File: config.mk
export PLATFORM = sky130hd
export DESIGN_NAME = instr_encoder
export DESIGN_NICKNAME = d
export VERILOG_FILES = /design/src/rtl/instr_encoder_pkg.sv /design/src/rtl/instr_fifo.sv /design/src/rtl/instr_encoder.sv
export SDC_FILE = /design/constraint.sdc
export NUM_CORES = 1
export LEC_CHECK = 0
export CORE_MARGIN = 4
export CORE_UTILIZATION = 35
export CTS_CLUSTER_SIZE = 16
export DETAILED_ROUTE_END_ITERATION = 10
export SYNTH_ARGS = -nofsm -noshare
export SYNTH_HDL_FRONTEND = slang
export SYNTH_SLANG_ARGS = --single-unit
File: constraint.sdc
create_clock -name clk -period 3.8 [get_ports clk]
set_input_delay 0.76 -clock clk [delete_from_list [all_inputs] [get_ports clk]]
set_output_delay 0.76 -clock clk [all_outputs]
set_load 0.05 [all_outputs]
File: src/rtl/instr_encoder_pkg.sv
// Shared ALU operation codes, MIPS opcode/funct constants
// and the request-to-instruction encoder used by instr_encoder.
package instr_encoder_pkg;

  localparam logic [3:0] ALU_ADDU = 4'd0;
  localparam logic [3:0] ALU_SUBU = 4'd1;
  localparam logic [3:0] ALU_SLT  = 4'd2;
  localparam logic [3:0] ALU_SLTU = 4'd3;
  localparam logic [3:0] ALU_AND  = 4'd4;
  localparam logic [3:0] ALU_OR   = 4'd5;
  localparam logic [3:0] ALU_XOR  = 4'd6;
  localparam logic [3:0] ALU_LUI  = 4'd7;
  localparam logic [3:0] ALU_SLL  = 4'd8;
  localparam logic [3:0] ALU_SRA  = 4'd9;
  localparam logic [3:0] ALU_SRL  = 4'd10;
  localparam logic [3:0] ALU_NOR  = 4'd11;
  localparam logic [3:0] ALU_ORI  = 4'd12;

  localparam logic [5:0] OP_RTYPE = 6'h00;
  localparam logic [5:0] OP_ADDIU = 6'h09;
  localparam logic [5:0] OP_SLTI  = 6'h0A;
  localparam logic [5:0] OP_SLTIU = 6'h0B;
  localparam logic [5:0] OP_ANDI  = 6'h0C;
  localparam logic [5:0] OP_ORI   = 6'h0D;
  localparam logic [5:0] OP_XORI  = 6'h0E;
  localparam logic [5:0] OP_LUI   = 6'h0F;

  localparam logic [5:0] FN_SLL  = 6'h00;
  localparam logic [5:0] FN_SRL  = 6'h02;
  localparam logic [5:0] FN_SRA  = 6'h03;
  localparam logic [5:0] FN_ADDU = 6'h21;
  localparam logic [5:0] FN_SUBU = 6'h23;
  localparam logic [5:0] FN_AND  = 6'h24;
  localparam logic [5:0] FN_OR   = 6'h25;
  localparam logic [5:0] FN_XOR  = 6'h26;
  localparam logic [5:0] FN_NOR  = 6'h27;
  localparam logic [5:0] FN_SLT  = 6'h2A;
  localparam logic [5:0] FN_SLTU = 6'h2B;

  typedef struct packed {
    logic [3:0]  aluop;
    logic        imm_sel;
    logic [4:0]  rs;
    logic [4:0]  rt;
    logic [4:0]  rd;
    logic [4:0]  shamt;
    logic [15:0] imm;
  } req_t;

  typedef struct packed {
    logic        legal;
    logic [31:0] word;
  } enc_t;

  // r_ok/i_ok say which form each ALU op may take.
  function automatic enc_t encode(req_t r);
    enc_t       e;
    logic [5:0] fn;
    logic [5:0] op;
    logic       r_ok;
    logic       i_ok;
    logic       shift;
    logic       lui;
    e     = '0;
    fn    = FN_SLL;
    op    = OP_RTYPE;
    r_ok  = 1'b1;
    i_ok  = 1'b1;
    shift = 1'b0;
    lui   = 1'b0;
    unique case (r.aluop)
      ALU_ADDU: begin fn = FN_ADDU; op = OP_ADDIU; end
      ALU_SUBU: begin fn = FN_SUBU; i_ok = 1'b0; end
      ALU_SLT:  begin fn = FN_SLT;  op = OP_SLTI; end
      ALU_SLTU: begin fn = FN_SLTU; op = OP_SLTIU; end
      ALU_AND:  begin fn = FN_AND;  op = OP_ANDI; end
      ALU_OR,
      ALU_ORI:  begin fn = FN_OR;   op = OP_ORI; end
      ALU_XOR:  begin fn = FN_XOR;  op = OP_XORI; end
      ALU_NOR:  begin fn = FN_NOR;  i_ok = 1'b0; end
      ALU_LUI:  begin op = OP_LUI;  lui = 1'b1; r_ok = 1'b0; end
      ALU_SLL:  begin fn = FN_SLL;  shift = 1'b1; i_ok = 1'b0; end
      ALU_SRL:  begin fn = FN_SRL;  shift = 1'b1; i_ok = 1'b0; end
      ALU_SRA:  begin fn = FN_SRA;  shift = 1'b1; i_ok = 1'b0; end
      default:  begin r_ok = 1'b0;  i_ok = 1'b0; end
    endcase
    if (r.imm_sel) begin
      e.legal = i_ok;
      e.word  = {op, lui ? 5'd0 : r.rs, r.rt, r.imm};
    end else begin
      e.legal = r_ok;
      e.word  = {OP_RTYPE,
                 shift ? 5'd0 : r.rs,
                 r.rt, r.rd,
                 shift ? r.shamt : 5'd0,
                 fn};
    end
    return e;
  endfunction

endpackage

File: src/rtl/instr_fifo.sv
// Power-of-two FIFO holding encoded instruction words.
// Head word reads as zero while the FIFO is empty.
module instr_fifo #(
  parameter int DEPTH = 4,
  parameter int WIDTH = 32
) (
  input  logic             clk,
  input  logic             rst_n,
  input  logic             push_i,
  input  logic [WIDTH-1:0] wdata_i,
  input  logic             pop_i,
  output logic [WIDTH-1:0] rdata_o,
  output logic             valid_o,
  output logic             full_o
);

  localparam int PW = $clog2(DEPTH);
  localparam logic [PW:0] FULL_CNT = (PW+1)'(DEPTH);

  logic [WIDTH-1:0] mem_q [DEPTH];
  logic [PW-1:0]    wptr_q, wptr_d;
  logic [PW-1:0]    rptr_q, rptr_d;
  logic [PW:0]      cnt_q, cnt_d;

  assign valid_o = (cnt_q != '0);
  assign full_o  = (cnt_q == FULL_CNT);
  assign rdata_o = valid_o ? mem_q[rptr_q] : '0;

  // Pointer and occupancy next-state.
  always_comb begin
    wptr_d = wptr_q;
    rptr_d = rptr_q;
    cnt_d  = cnt_q;
    if (push_i) wptr_d = wptr_q + 1'b1;
    if (pop_i)  rptr_d = rptr_q + 1'b1;
    cnt_d = cnt_q + {{PW{1'b0}}, push_i}
                  - {{PW{1'b0}}, pop_i};
  end

  // Pointer and occupancy registers.
  always_ff @(posedge clk or negedge rst_n) begin
    if (!rst_n) begin
      wptr_q <= '0;
      rptr_q <= '0;
      cnt_q  <= '0;
    end else begin
      wptr_q <= wptr_d;
      rptr_q <= rptr_d;
      cnt_q  <= cnt_d;
    end
  end

  // Storage; a word is written at the accepting edge.
  always_ff @(posedge clk or negedge rst_n) begin
    if (!rst_n) begin
      for (int i = 0; i < DEPTH; i++) mem_q[i] <= '0;
    end else if (push_i) begin
      mem_q[wptr_q] <= wdata_i;
    end
  end

endmodule

File: src/rtl/instr_encoder.sv
// Encodes ALU requests into MIPS words, queues them and
// streams them out with an auto-incrementing word address.
module instr_encoder
  import instr_encoder_pkg::*;
#(
  parameter int DEPTH  = 4,
  parameter int ADDR_W = 10
) (
  input  logic              clk,
  input  logic              rst_n,
  input  logic              in_valid,
  output logic              in_ready,
  input  logic [3:0]        in_aluop,
  input  logic              in_imm_sel,
  input  logic [4:0]        in_rs,
  input  logic [4:0]        in_rt,
  input  logic [4:0]        in_rd,
  input  logic [4:0]        in_shamt,
  input  logic [15:0]       in_imm,
  output logic              out_valid,
  input  logic              out_ready,
  output logic [31:0]       out_instr,
  output logic [ADDR_W-1:0] out_addr,
  input  logic              load_base,
  input  logic [ADDR_W-1:0] base_addr,
  output logic              err_illegal,
  output logic [7:0]        drop_cnt
);

  req_t              req;
  enc_t              enc;
  logic              accept;
  logic              push;
  logic              drop;
  logic              pop;
  logic              full;
  logic [ADDR_W-1:0] addr_q, addr_d;
  logic              err_q, err_d;
  logic [7:0]        drop_q, drop_d;

  // Gather request fields and encode them.
  always_comb begin
    req.aluop   = in_aluop;
    req.imm_sel = in_imm_sel;
    req.rs      = in_rs;
    req.rt      = in_rt;
    req.rd      = in_rd;
    req.shamt   = in_shamt;
    req.imm     = in_imm;
    enc         = encode(req);
  end

  assign in_ready = rst_n & ~full;
  assign accept   = in_valid & in_ready;
  assign push     = accept & enc.legal;
  assign drop     = accept & ~enc.legal;
  assign pop      = out_valid & out_ready;

  instr_fifo #(
    .DEPTH (DEPTH),
    .WIDTH (32)
  ) u_fifo (
    .clk     (clk),
    .rst_n   (rst_n),
    .push_i  (push),
    .wdata_i (enc.word),
    .pop_i   (pop),
    .rdata_o (out_instr),
    .valid_o (out_valid),
    .full_o  (full)
  );

  assign out_addr    = addr_q;
  assign err_illegal = err_q;
  assign drop_cnt    = drop_q;

  // Address counter, error flag and drop counter next-state.
  always_comb begin
    addr_d = addr_q;
    err_d  = err_q;
    drop_d = drop_q;
    if (load_base)  addr_d = base_addr;
    else if (pop)   addr_d = addr_q + ADDR_W'(1);
    if (drop) begin
      err_d = 1'b1;
      if (drop_q != 8'hFF) drop_d = drop_q + 8'd1;
    end
  end

  // Counter and status registers.
  always_ff @(posedge clk or negedge rst_n) begin
    if (!rst_n) begin
      addr_q <= '0;
      err_q  <= 1'b0;
      drop_q <= '0;
    end else begin
      addr_q <= addr_d;
      err_q  <= err_d;
      drop_q <= drop_d;
    end
  end

endmodule

==> flow_summary.json, run 1 <==
{
  "status": "finished clean",
  "pin_count": 109,
  "drive_gt1_share_pct": 24.7,
  "p_leak_uw": 0.00399,
  "yosysUniqueCellTypes": 54,
  "hold_class": "flop to flop",
  "detail_route.vias_per_cell": 5.01,
  "max_slew_margin_pct": 34.5,
  "tritoncts": "done",
  "grt_first_pass_wirelength_um": 29000,
  "numCtsBuffers": 17,
  "cts_buffer_depth": 2,
  "portBuffers": 106,
  "grt_overflow": 0,
  "multiInputGateArea_sq_um": 3480,
  "critical_path_class": "flop to output pin",
  "drc": 0,
  "route.final.wire_length_um": 17900,
  "die_area_sq_um": 23800,
  "synthesis.area_sq_um": 7490,
  "fmax_ghz": 0.283,
  "power_density_nw_per_um2": 953,
  "dieHeight_um": 154,
  "antenna_found_initial": 0,
  "finalWorstPathRequiredPeriod_ps": 3530,
  "worstMarginPinSlew_ps": 983,
  "fin_skew_ps": 8.81,
  "grtUsageTotal_pct": 15.4,
  "cts_hold_buf": 0,
  "cp-startpoint": "u_fifo.rptr_q[0]",
  "synth_top_area_share_pct": 48.8,
  "synth_edf_count": 0,
  "clk_pin_slew_ps": 60,
  "place.gp.congestion": 0.788,
  "via_count": 4871,
  "finalHoldViolations": 0,
  "clk_latency_ps": 420,
  "hold_start": "u_fifo.mem_q[93]",
  "synthCells": 586,
  "ir_worst_vdd_mv": 0.329,
  "cp_data_required_time_ps": 3040,
  "diodes": 0,
  "drtIter0Drc": 220,
  "finalCritPeriodShare_pct": 93.0,
  "nFillCells": 1898,
  "rsz0062_at_grt": "no",
  "maxCapViolCount": 0,
  "start_kind": "flop",
  "chipWidth_um": 154,
  "yosys_warnings": 0,
  "arrival_ps": 2770,
  "slew_violations": 0,
  "tns_ps": 0,
  "synth_area_per_cell_sq_um": 12.8,
  "fin_nets": 749,
  "drt_first_pass_iters": 4,
  "grt_pass1_vias": 5303,
  "ys_seq_area_share_pct": 48.8,
  "core_sq_um": 21000,
  "final_core_util_pct": 44.5,
  "synth.area.top_cells": "dfrtp_1 49%, mux2_4 12%, mux4_2 9.0%",
  "synth-async-reset-ratio_pct": 100,
  "reg2reg_from": "u_fifo.cnt_q[2]",
  "cts-root-buf": "clkbuf_16",
  "post_cts_resized": 0,
  "start_util_pct": 35.6,
  "synthFlopType": "dfrtp_1",
  "ys_ff_latch": 146,
  "htreeDepth": 4,
  "sequential_cell_area_sq_um": 3650,
  "cp_max_fo": 11,
  "wl_per_cell_um": 18.5,
  "yosys.area.top_type": "dfrtp_1",
  "postRouteAntennaNets": 0,
  "worst_setup_path_end_kind": "output pin",
  "setup_viol": 0,
  "cts_sinks": 146,
  "area_growth_pct": 25.0,
  "hpwl_um": 11800,
  "fp-row-count": 53,
  "grt_max_degree": 80,
  "post_cts_buffers": 0
}
-- path summary, 6_finish.rpt --
| path | end | cells after the start | slack [ps] |
|---|---|---|---|
| setup / recovery | out_instr[7] | 4 | 270 |
| hold / removal | u_fifo.mem_q[93] | 2 | 500 |
| setup reg to reg | u_fifo.mem_q[106] | 7 | 1670 |
| hold reg to reg | u_fifo.mem_q[93] | 2 | 500 |
| max in group asynchronous | u_fifo.rptr_q[0] | 3 | 1600 |
| min in group asynchronous | drop_cnt[4] | 2 | 580 |
-- worst max-delay path, stage by stage, from the launching register on --
cell	delay [ps]
dfrtp_2	600
buf_4	330
mux4_2	550
nor2b_1	150
clkdlybuf4s50_1	720
-- metal layers --
metal  vias up  GRT usage, %  share of wire (%)
met4         0          3.70                1.1
met2       106          26.5                 52
met1      2489          19.7                 44
li1       2259             -                  -
met3        17          3.72                3.6
met5         -             0                  0
-- cell usage in the layout (no fill, tap or decap), drive strengths merged, types with 2 or more instances in the layout --
master         instances
a21oi                 54
a22o                   8
a22oi                  5
and2                   8
and3                   5
buf                   30
bufinv                 5
clkbuf                22
clkdlybuf4s50         91
clkinv                 4
conb                   2
dfrtp                146
ha                     8
inv                   10
mux2                  63
mux2i                  7
mux4                  30
nand2                 22
nand2b                 9
nand4                  8
nor2                  61
nor2b                 32
nor3                   3
nor3b                  3
nor4                   2
o21a                   2
o21ai                 18
or2                    2
xnor2                 13
xor2                   8
-- per-stage QoR --
step / cell area, sq um / total power, uW / cells / hold WS, ps / setup slack, ps
after floorplan: 7500 / 5830 / 587 / 452 / 1240
after global placement: 8700 / 6990 / 940 / 466 / 605
after detailed placement: 8700 / 7110 / 940 / 486 / 556
after CTS: 9360 / 9030 / 972 / 502 / 192
after global routing: 9360 / 9410 / 972 / 515 / 133
final: 9360 / 8920 / 972 / 499 / 267
-- cell families after synthesis --
| group | after synthesis | share of synthesized area, % |
|---|---|---|
| AOI/OAI and AO/OA | 97 | 8.47 |
| xor gates and xnor gates | 21 | 2.45 |
| adders and majority gates | 9 | 1.60 |
| buffers and inverters | 53 | 5.03 |
| DFF | 146 | 48.8 |
| muxes | 100 | 22.4 |
| other | 1 | 0.0501 |
| and+or+nand+nor | 159 | 11.2 |
-- state kept, by name, summed over array words and instances (netlist names) --
register,flops
err_illegal,1
u_fifo.mem_q,120
u_fifo.wptr_q,2
out_addr,10
drop_cnt,8
u_fifo.rptr_q,2
u_fifo.cnt_q,3
-- cells in the mapped netlist, drive strengths merged (2+ instances only) --
library cell,number
nor3,3
nor4,2
and3,5
mux2,63
o21ai,18
a22o,8
mux2i,7
a21oi,54
ha,8
mux4,30
dfrtp,146
or2,2
xor2,8
nand2b,9
nor2b,32
clkbuf,9
nand4,8
xnor2,13
nor2,61
o21a,2
a22oi,5
buf,34
nand2,22
inv,10
and2,8
nor3b,3
-- final cells by class --
cell class                      instances  share of cell area (%)
Clock buffer                           22                    5.17
Clock inverter                         10                    1.90
Inverter                               10                   0.401
Multi-Input combinational cell        388                    37.1
Sequential cell                       146                    39.0
Tap cell                              275                    3.67
Timing Repair Buffer                  121                    12.7
-- power breakdown --
| group | switching, uW | leakage (uW) | internal, uW |
|---|---|---|---|
| Combinational | 2350 | 0.00188 | 1970 |
| Sequential | 487 | 0.00178 | 2250 |
| Clock | 635 | 0.000326 | 1230 |
Note: power is estimated with default switching activity, not from simulation.
==> run 2, diff against run 1 <==
CTS_CLUSTER_SIZE = unset   (was 16)
clock period = 4.55 ns   (was 3.8 ns; I/O delays follow)
==> run 2 against run 1 <==
Via count increased by 0.35%. Global-route usage decreased by 0.32 points. Combinational power decreased by 16%. Sequential cell count unchanged. Sequential share of layout area increased by 0.24 points. Clock skew decreased by 1.1 ps. Critical path depth unchanged. Count of clock-buffer cells in the layout increased by 3. Power decreased by 18%. Non-clock buffer count increased by 1. Sequential power decreased by 16%. Critical path type unchanged.
==> flow_summary.json, run 2 (synthesis gave the netlist of run 1 again) <==
{
  "place.gp.congestion": 0.845,
  "fp-row-count": 53,
  "grt_max_degree": 74,
  "cp-startpoint": "u_fifo.rptr_q[0]",
  "start_util_pct": 35.6,
  "via_count": 4888,
  "rsz0062_at_grt": "no",
  "switching_power_uw": 2900,
  "cp_max_fo": 17,
  "wl_per_cell_um": 17.9,
  "cts-root-buf": "clkbuf_16",
  "grtUsageTotal_pct": 15.1,
  "clk_latency_ps": 430,
  "max_slew_margin_pct": 39.3,
  "worst_setup_path_end_kind": "output pin",
  "htreeDepth": 4,
  "grt_overflow": 0,
  "hold_class": "input port to async pin",
  "largest_reg_flops": 120,
  "maxCapViolCount": 0,
  "portBuffers": 106,
  "dp_cells": 941,
  "postRouteAntennaNets": 0,
  "area_growth_pct": 24.2,
  "route.final.wire_length_um": 17400,
  "detail_route.vias_per_cell": 5.02,
  "diodes": 0,
  "clk_pin_slew_ps": 60,
  "finalWorstPathRequiredPeriod_ps": 3810,
  "cts_buffer_depth": 2,
  "grt_pass1_vias": 5349,
  "fin_skew_ps": 7.68,
  "cts_sinks": 146,
  "final_common_cell": "dfrtp_1",
  "intPower_uw": 4400,
  "drtIter0Drc": 312,
  "pin_count": 109,
  "core_sq_um": 21000,
  "cts_hold_buf": 0,
  "post_cts_resized": 0,
  "post_cts_buffers": 0,
  "dieHeight_um": 154,
  "mostFrequentLayoutCells": "145 x dfrtp_1, 105 x clkdlybuf4s50_1, 60 x nor2_1, 60 x mux2_4, 54 x a21oi_1",
  "drc": 0,
  "finalHoldViolations": 0,
  "seq_power_share_pct": 31.5,
  "hpwl_um": 12100,
  "p_leak_uw": 0.00393,
  "fin_area_sq_um": 9310,
  "critical_path_class": "flop to output pin",
  "slew_violations": 0,
  "start_kind": "flop",
  "place_area_sq_um": 8720,
  "drt_first_pass_iters": 4,
  "power_density_nw_per_um2": 784,
  "swShare_pct": 39.7,
  "finalCritPeriodShare_pct": 83.7,
  "clkPwrFrac_pct": 18.8,
  "fmax_ghz": 0.263,
  "antenna_found_initial": 0,
  "setup_viol": 0,
  "ir_worst_vdd_mv": 0.332,
  "comb_power_share_pct": 49.6,
  "numCtsBuffers": 17,
  "reg2reg_from": "u_fifo.cnt_q[2]",
  "drive_gt1_share_pct": 22.6,
  "grt_first_pass_wirelength_um": 28500,
  "status": "finished clean",
  "top_register": "u_fifo.mem_q",
  "cp_data_required_time_ps": 3640,
  "worstMarginPinSlew_ps": 910,
  "fin_nets": 750,
  "chipWidth_um": 154,
  "arrival_ps": 2900,
  "instances_no_fill": 973,
  "tns_ps": 0,
  "tritoncts": "done",
  "die_area_sq_um": 23800
}
-- run 2: layout make-up --
cell class                      count  area (sq um)
Clock buffer                       25           515
Clock inverter                      7          72.6
Fill cell                        1882         11700
Inverter                           10          37.5
Multi-Input combinational cell    388          3480
Sequential cell                   146          3650
Tap cell                          275           344
Timing Repair Buffer              122          1210
-- run 2: metrics by stage --
| stage | worst slack (ps) | power [uW] | hold WS (ps) | util [%] |
|---|---|---|---|---|
| after floorplan | 1840 | 4870 | 452 | - |
| after global placement | 1100 | 5890 | 465 | 41.5 |
| after CTS | 681 | 7380 | 286 | 44.3 |
| final | 743 | 7300 | 304 | 44.3 |
| after detailed placement | 976 | 5980 | 466 | 41.5 |
| after global routing | 586 | 7690 | 289 | 44.3 |
-- run 2: final timing paths --
path / to / slack [ps] / depth (start not counted)
max in group asynchronous: u_fifo.rptr_q[0] / 2320 / 3
min in group clk: err_illegal / 480 / 1
min: drop_cnt[0] / 300 / 1
max reg2reg: u_fifo.mem_q[71] / 2300 / 6
max: out_instr[14] / 740 / 4
min reg2reg: err_illegal / 480 / 1
-- run 2: metal layers --
layer  wire [um]  track usage [%]  part of all wire [%]  vias to the layer above
met5           0                0                     0                        -
met2        8710             25.0                    50                      121
met4         293             4.63                   1.7                        0
li1            -                -                     -                     2262
met1        7700             19.4                    44                     2483
met3         722             4.11                   4.1                       22
-- run 2: power groups by stage --
stage | Combinational [uW] | Sequential, uW | Clock (uW)
after floorplan | 2630 | 2240 | 0
after global placement | 3620 | 2270 | 0
after detailed placement | 3660 | 2310 | 0
after CTS | 3680 | 2300 | 1400
after global routing | 3850 | 2380 | 1460
final | 3620 | 2300 | 1380
-- run 2: critical path, cell delays in order, from the launching register on --
cell and delay [ps]:
dfrtp_2 770, buf_12 270, mux4_2 550, nor2b_1 150
clkdlybuf4s50_1 710
==> run 3, diff against run 2 <==
clock period = 3.4 ns   (was 4.55 ns; I/O delays follow)
==> run 3 against run 2 <==
Routed wire length grew 3.0%. Sequential share of layout area shrank 1.6 points. Setup slack lost 57 ps. Power grew 48%. Cell area grew 4.3%. Clock power grew 42%. Count of clock-buffer cells in the layout shrank 3. Critical endpoint is now out_instr[2]. Register-to-register slack lost 1000 ps. Sequential cell count is the same. Cell count grew 0.31%. Via count grew 0.29%. Clock skew grew 2.5 ps.
==> flow_summary.json, run 3 (synthesis gave the netlist of run 1 again) <==
{
  "status": "finished clean",
  "power_density_nw_per_um2": 1110,
  "met2_usage_pct": 26.1,
  "final_common_cell": "dfrtp_1",
  "mostFrequentLayoutCells": "145 x dfrtp_1, 74 x clkdlybuf4s50_1, 60 x nor2_1, 60 x mux2_4, 54 x a21oi_1",
  "grt_use_met3_pct": 4.28,
  "instances_no_fill": 976,
  "die_area_sq_um": 23800,
  "ir_worst_vdd_mv": 0.434,
  "grt_overflow": 0,
  "chipWidth_um": 154,
  "drtIter0Drc": 223,
  "wl_per_cell_um": 18.4,
  "cp_slowest_cell": "mux4_2",
  "start_kind": "flop",
  "drt_first_pass_iters": 4,
  "fin_skew_ps": 10.2,
  "finalWorstPathRequiredPeriod_ps": 2710,
  "cp_max_fo": 16,
  "critical_path_class": "flop to output pin",
  "worst_setup_path_end_kind": "output pin",
  "cts_sinks": 146,
  "antenna_found_initial": 0,
  "drc": 0,
  "cp_data_required_time_ps": 2720,
  "post_cts_resized": 0,
  "dp_cells": 946,
  "grt_max_degree": 78,
  "p_leak_uw": 0.00414,
  "arrival_ps": 2030,
  "finalCritPeriodShare_pct": 79.8,
  "numCtsBuffers": 17,
  "diodes": 0,
  "hold_class": "input port to async pin",
  "core_sq_um": 21000,
  "max_stage_delay_ps": 570,
  "fin_nets": 755,
  "cts_hold_buf": 0,
  "detail_route.vias_per_cell": 5.02,
  "area_growth_pct": 29.6,
  "start_util_pct": 35.6,
  "maxCapViolCount": 0,
  "cts_buffer_depth": 2,
  "finalHoldViolations": 0,
  "htreeDepth": 4,
  "postRouteAntennaNets": 0,
  "setup_viol": 0,
  "rsz0062_at_grt": "no",
  "met1_usage_pct": 19.9,
  "max_slew_margin_pct": 35.9,
  "portBuffers": 106,
  "hpwl_um": 12400,
  "clk_latency_ps": 420,
  "post_cts_buffers": 0,
  "tritoncts": "done",
  "top_register": "u_fifo.mem_q",
  "pin_count": 109,
  "cts-root-buf": "clkbuf_16",
  "clk_pin_slew_ps": 60,
  "fp-row-count": 53,
  "drive_gt1_share_pct": 27.7,
  "route.final.wire_length_um": 17900,
  "slew_violations": 0,
  "worstMarginPinSlew_ps": 962,
  "fmax_ghz": 0.368,
  "via_count": 4902,
  "dieHeight_um": 154,
  "grt_pass1_vias": 5471,
  "largest_reg_flops": 120,
  "path_cells": "buf_4 -> mux4_2 -> nor2b_1 -> buf_12",
  "grtUsageTotal_pct": 15.6,
  "grt_first_pass_wirelength_um": 29600,
  "gr-max-usage-layer": "met2",
  "r2r_slack_ps": 1300,
  "place.gp.congestion": 0.760,
  "tns_ps": 0
}
[run 3: cell types whose count changed in the layout (fill, tap and decap cells not counted)]
cell,delta
clkinv_4,-1
clkdlybuf4s50_1,-31
clkbuf_1,-2
bufinv_16,+2
buf_4,+3
buf_12,+33
clkinvlp_4,-1
clkbuf_8,-1
inv_6,+1
[run 3: area by class of cell]
type | count | area (sq um)
clock buffers | 22 | 494
clock inverters | 8 | 125
fillers | 1833 | 11300
inverters | 10 | 37.5
multi-input cells | 388 | 3480
flip-flops and latches | 146 | 3650
well taps | 275 | 344
repair buffers | 127 | 1580
[run 3: per-stage QoR]
step / power [uW] / utilization (%) / area [sq um] / setup slack (ps) / hold WS (ps)
2_1_floorplan: 6510 / - / 7500 / 923 / 384
5_1_grt: 11300 / 46.2 / 9710 / 572 / 519
6_report: 10800 / 46.2 / 9710 / 685 / 473
4_1_cts: 10900 / 46.2 / 9710 / 624 / 496
3_5_place_dp: 8920 / 43.3 / 9090 / 370 / 474
3_3_place_gp: 8760 / 43.3 / 9090 / 429 / 467
[run 3: power by group]
part	switching, uW	internal, uW	total (uW)
Combinational	2880	2960	5840
Sequential	482	2520	3000
Clock	711	1250	1960
[run 3: critical path: cells and delay by family, from the launching register on]
family / cells / cell delay [ps]
buffers and inverters: 2 / 510
DFF: 1 / 350
muxes: 1 / 570
and+or+nand+nor: 1 / 180
[run 3: path summary, 6_finish.rpt]
kind                                  startpoint                to  depth (start not counted)
min in group clk                     drop_cnt[5]       drop_cnt[5]                          1
max in group asynchronous                  rst_n  u_fifo.rptr_q[0]                          3
worst max-delay path            u_fifo.rptr_q[0]      out_instr[2]                          4
worst max register to register   u_fifo.cnt_q[1]   u_fifo.cnt_q[2]                          8
worst min register to register       drop_cnt[5]       drop_cnt[5]                          1
worst min-delay path                       rst_n  u_fifo.wptr_q[1]                          2
[run 3: layer usage]
metal,vias up,share of wire (%)
met5,-,0
met4,0,1.1
met3,13,5.3
met2,120,50
met1,2497,44
li1,2272,-
